**config.mk**
```make
export PLATFORM = sky130hd
export DESIGN_NAME = mem_responder
export DESIGN_NICKNAME = d
export VERILOG_FILES = /design/src/rtl/mem_responder.sv
export SDC_FILE = /design/constraint.sdc
export NUM_CORES = 2
export LEC_CHECK = 0
export ABC_CLOCK_PERIOD_IN_PS = 4100
export CAP_MARGIN = 20
export CORE_UTILIZATION = 50
export CTS_BUF_LIST = sky130_fd_sc_hd__clkbuf_8
export DETAILED_ROUTE_END_ITERATION = 12
export PLACE_DENSITY_LB_ADDON = 0.25
export SLEW_MARGIN = 20
export SYNTH_ARGS = -nofsm -noshare
export SYNTH_HDL_FRONTEND = slang
export SYNTH_SLANG_ARGS = --single-unit
```
**constraint.sdc**
```tcl
create_clock -name clk -period 4.1 [get_ports clk]
set_input_delay 1.23 -clock clk [delete_from_list [all_inputs] [get_ports clk]]
set_output_delay 1.23 -clock clk [all_outputs]
set_load 0.01 [all_outputs]
```
**src/rtl/mem_responder.sv**
```systemverilog
// Memory-side responder for the unified instruction/data port.
// Word-addressed RAM with a fixed number of wait states per access.
module mem_responder #(
  parameter int DEPTH_LOG2 = 6,
  parameter int WAIT       = 2
) (
  input  logic        clk,
  input  logic        reset,
  input  logic        req,
  input  logic        we,
  input  logic [31:0] adr,
  input  logic [31:0] wdata,
  output logic [31:0] rdata,
  output logic        ready,
  output logic        busy,
  output logic        err
);

  localparam int DEPTH = 1 << DEPTH_LOG2;
  localparam logic [3:0] LP_LOAD =
    (WAIT > 0) ? 4'(WAIT - 1) : 4'd0;

  typedef enum logic [1:0] {
    S_IDLE    = 2'd0,
    S_WAITING = 2'd1,
    S_RESP    = 2'd2
  } state_t;

  state_t r_state;
  state_t w_next;

  logic [3:0]  r_cnt;
  logic [3:0]  w_cnt_next;
  logic        w_accept;

  logic        r_we;
  logic [31:0] r_adr;
  logic [31:0] r_wdata;
  logic [31:0] r_rdata;
  logic        r_err;

  logic [31:0] r_ram [DEPTH];

  logic        w_enter;
  logic        w_sel_we;
  logic [31:0] w_sel_adr;
  logic [31:0] w_sel_wdata;
  logic        w_valid;
  logic        w_commit;
  logic [DEPTH_LOG2-1:0] w_idx;

  // Next state and wait counter; requests only accepted in IDLE
  always_comb begin
    w_next     = r_state;
    w_cnt_next = r_cnt;
    w_accept   = 1'b0;
    unique case (r_state)
      S_IDLE: begin
        if (req) begin
          w_accept = 1'b1;
          if (WAIT > 0) begin
            w_next     = S_WAITING;
            w_cnt_next = LP_LOAD;
          end else begin
            w_next = S_RESP;
          end
        end
      end
      S_WAITING: begin
        if (r_cnt == 4'd0) begin
          w_next = S_RESP;
        end else begin
          w_cnt_next = r_cnt - 4'd1;
        end
      end
      S_RESP: begin
        w_next = S_IDLE;
      end
      default: begin
        w_next = S_IDLE;
      end
    endcase
  end

  // With no wait states the request is still on the inputs
  // at the edge that enters RESP, so bypass the latches.
  assign w_sel_we    = (r_state == S_IDLE) ? we    : r_we;
  assign w_sel_adr   = (r_state == S_IDLE) ? adr   : r_adr;
  assign w_sel_wdata = (r_state == S_IDLE) ? wdata : r_wdata;

  assign w_enter = (w_next == S_RESP) && (r_state != S_RESP);
  assign w_valid = (w_sel_adr[1:0] == 2'b00) &&
    ((w_sel_adr >> (DEPTH_LOG2 + 2)) == 32'd0);
  assign w_idx   = w_sel_adr[DEPTH_LOG2+1:2];
  assign w_commit = w_enter && w_valid && w_sel_we && !reset;

  // State register and wait counter
  always_ff @(posedge clk or posedge reset) begin
    if (reset) begin
      r_state <= S_IDLE;
      r_cnt   <= 4'd0;
    end else begin
      r_state <= w_next;
      r_cnt   <= w_cnt_next;
    end
  end

  // Capture the request at the accepting edge
  always_ff @(posedge clk or posedge reset) begin
    if (reset) begin
      r_we    <= 1'b0;
      r_adr   <= 32'd0;
      r_wdata <= 32'd0;
    end else if (w_accept) begin
      r_we    <= we;
      r_adr   <= adr;
      r_wdata <= wdata;
    end
  end

  // Response data and error, updated only on RESP entry
  always_ff @(posedge clk or posedge reset) begin
    if (reset) begin
      r_rdata <= 32'd0;
      r_err   <= 1'b0;
    end else if (w_enter) begin
      r_err <= !w_valid;
      if (!w_valid) begin
        r_rdata <= 32'd0;
      end else if (w_sel_we) begin
        r_rdata <= w_sel_wdata;
      end else begin
        r_rdata <= r_ram[w_idx];
      end
    end
  end

  // RAM write committed at RESP entry; contents survive reset
  always_ff @(posedge clk) begin
    if (w_commit) begin
      r_ram[w_idx] <= w_sel_wdata;
    end
  end

  assign rdata = r_rdata;
  assign ready = (r_state == S_RESP);
  assign busy  = (r_state != S_IDLE);
  assign err   = r_err && (r_state == S_RESP);

endmodule

```
==> results.toml <==
[timing]
clock_skew_ns = 0.08331
fin_ws_ns = 0.05501
finalHoldViolations = 0
tns_ns = 0
drv_slew = 0
relSlewSlack_pct = 23.23
period_minus_slack_ns = 4.045
worst-slew-pin-transition_ns = 1.152
fmax_mhz = 247.2
rsz0062_at_grt = "false"
finalCritPeriodShare_pct = 98.66
setup_violations = 0

[critical_path]
cpMostUsedCell = "buf_4"
crit_family = "buffers and inverters"
r2r_end = "rdata[10]"
cp_cell_sequence = "clkdlybuf4s50_1, nor3b_2, buf_4, a22oi_2, buf_12, buf_12, o22ai_1, nor4_1, buf_4, nor2_1, nor4_1, buf_4, o2111ai_1, o31ai_1"
endpoint = "rdata[10]"
crit_path_start_kind = "primary input"
arrival_ns = 5.01
cp-end-kind = "flip-flop"
critPathSlowestCell = "nor4_1"
worstPathBufferInverterCount = 6
timing.setup.critical_path_class = "primary input to flip-flop"
startpoint = "adr[4]"
r2r_setup_slack_ns = 0.17
cp.depth = 14
rr_worst_depth = 12
crit_path_max_incr_delay_ns = 0.72
critical_path_required_ns = 5.07
crit_fanout = 19
regToRegStartpoint = "r_adr[4]"

[drt]
drtPass1Iterations = 8
finalWirelength_um = 281900
drc_errors = 0
first_iter_violations = 9079
drtAntennaViolNets = 0
num_vias = 55460
wl_per_cell_um = 33.14
drt-vias-per-instance = 6.520

[logic_synthesis]
synth_edf_count = 2048
synth.distinct_cells = 70
synth_nets = 5283
ys.flop_type = "edfxtp_1"
async_flop_share_pct = 4.833
ys_top_cells_by_area = "edfxtp_1 (76%), nand2_1 (4.0%), dfrtp_1 (3.2%)"
ys_ff_latch = 2152
synth_top_area_share_pct = 75.88
syn_area_per_cell_um2 = 15.55
synth_top_area_cell = "edfxtp_1"
synthCells = 5213
yosysSeqAreaShare_pct = 79.10
syn_area_um2 = 81040
ys_warn_count = 0

[power_and_ir_drop]
sw_frac_of_total_pct = 37.66
p_switching_w = 0.02871
leakage_nw = 33.73
internal_power_w = 0.04752
total_power_w = 0.07622
power.density_nw_per_um2 = 772.4
peakVddDrop_uv = 531.2
power_frac_seq_pct = 38.3
clock_power_share_pct = 22.2
pwr-share-comb_pct = 39.4

[global_route]
grt_max_degree = 105
grt_pass1_vias = 53080
grt_usage_pct = 34.13
grt_overflow = 0
grt_pass1_wl_um = 391100
grt_antenna_before_repair = 8

[hold_path]
holdCritStartpoint = "r_adr[13]"
min_path_type = "flip-flop to flip-flop"

[die]
io_pins = 103
fp.dieH_um = 404.6
rows = 147
start_util_pct = 50.41
die-area_um2 = 163700
die_x_um = 404.6
core_area_um2 = 160800

[placement]
post-dp-hpwl_um = 177400
io_buffers = 102
globalplace.congestion = 0.9368
place_ws_ns = -0.7326

[flow_run]
cap_violations = 0

[cts]
clock_latency_ns = 1.07
cts_tree = "built"
htreeDepth = 5
cts_buffers = 349
cts.sinks = 2152
cts-root-buf = "clkbuf_8"
postCtsSetupBuffers = 0
cts.clk_slew.worst_paths_ns = 0.06
cts_max_path_buffers = 4
hold_buffers = 0

[final_layout]
synthToLayoutAreaGrowth_pct = 21.77
drive_gt1_share_pct = 21.78
final_cell_mix = "edfxtp_1 (2048), nand2_1 (826), buf_4 (542)"
final_common_cell = "edfxtp_1"
layout.nets = 6163

[status]
outcome = "complete, no violations"
==> cells in the mapped netlist, types with 79 or more instances <==
cell	number
o22ai_1	399
nand2_1	869
buf_2	128
nand3_1	143
buf_1	79
dfrtp_1	104
a21oi_1	254
edfxtp_1	2048
clkbuf_1	114
nor2_1	169
mux2i_1	85
a32oi_1	130
==> registers in the layout, indices dropped and copies added (netlist names) <==
signal and cells:
r_cnt 4, r_ram 2048, r_state 2, r_we 1, rdata 32, r_adr 32, r_wdata 32, r_err 1
==> layout make-up <==
cell class | instances | area [µm²]
Clock buffer | 367 | 5051
Antenna cell | 4 | 10.01
Inverter | 8 | 36.28
Clock inverter | 233 | 1101
Multi-Input combinational cell | 2717 | 16170
Timing Repair Buffer | 865 | 9505
Sequential cell | 2152 | 64100
Tap cell | 2160 | 2703
Fill cell | 11910 | 62070
==> how the worst min path moves through the flow <==
stage / endpoint / slack, ns / depth (start not counted)
floorplan: r_cnt[0] / 0.45 / 1
global route: r_adr[23] / 0.52 / 1
CTS: r_cnt[0] / 0.50 / 1
finish: r_adr[13] / 0.51 / 1
detailed placement: r_wdata[25] / 0.49 / 1
global placement: r_cnt[0] / 0.47 / 1
==> cells by family after synthesis <==
group / synth area share [%]
DFF: 79.10
and+or+nand+nor: 7.301
AOI/OAI and AO/OA: 9.711
buffers and inverters: 1.884
muxes: 1.967
adders and majority gates: 0.03087
xor gates and xnor gates: 0.01081
==> repair_timing <==
item                                    in CTS  in global routing
resized for setup                            3                  1
endpoints found under the setup margin       1                  1
endpoints found under the hold margin        0                  0
==> power groups by stage <==
| stage | sequential, W | combinational [W] | clock, W |
|---|---|---|---|
| 6_report | 0.0292 | 0.0301 | 0.0169 |
| 5_1_grt | 0.0292 | 0.0309 | 0.0179 |
| 4_1_cts | 0.0292 | 0.0292 | 0.0170 |
| 3_5_place_dp | 0.0297 | 0.0291 | 0 |
| 3_3_place_gp | 0.0297 | 0.0286 | 0 |
| 2_1_floorplan | 0.0298 | 0.0131 | 0 |
==> per-layer routing <==
| layer | routed length [µm] | global-route usage, % |
|---|---|---|
| met1 | 100900 | 45.96 |
| met2 | 125900 | 51.17 |
| met3 | 39170 | 9.186 |
| met4 | 15750 | 17.46 |
| met5 | 76 | 0.1487 |
==> through the flow <==
stage | utilization (%) | instance area [µm²] | hold slack [ns] | cells
5_1_grt | 61.38 | 98680 | 0.5196 | 8503
6_report | 61.39 | 98680 | 0.5053 | 8506
3_5_place_dp | 57.53 | 92480 | 0.4947 | 7901
2_1_floorplan | - | 81560 | 0.4532 | 5213
3_3_place_gp | 57.53 | 92480 | 0.4735 | 7901
4_1_cts | 61.36 | 98640 | 0.5049 | 8501
==> worst reg2reg max path, stage by stage, from the launching register on <==
cell	delay, ns
dfrtp_1	0.69
o21ba_2	0.30
a22oi_2	0.27
buf_12	0.21
buf_12	0.19
o22ai_1	0.14
nor4_1	0.46
buf_4	0.19
nor2_1	0.06
nor4_1	0.72
buf_4	0.23
o2111ai_1	0.12
o31ai_1	0.28
(Power assumes the default switching activity.)
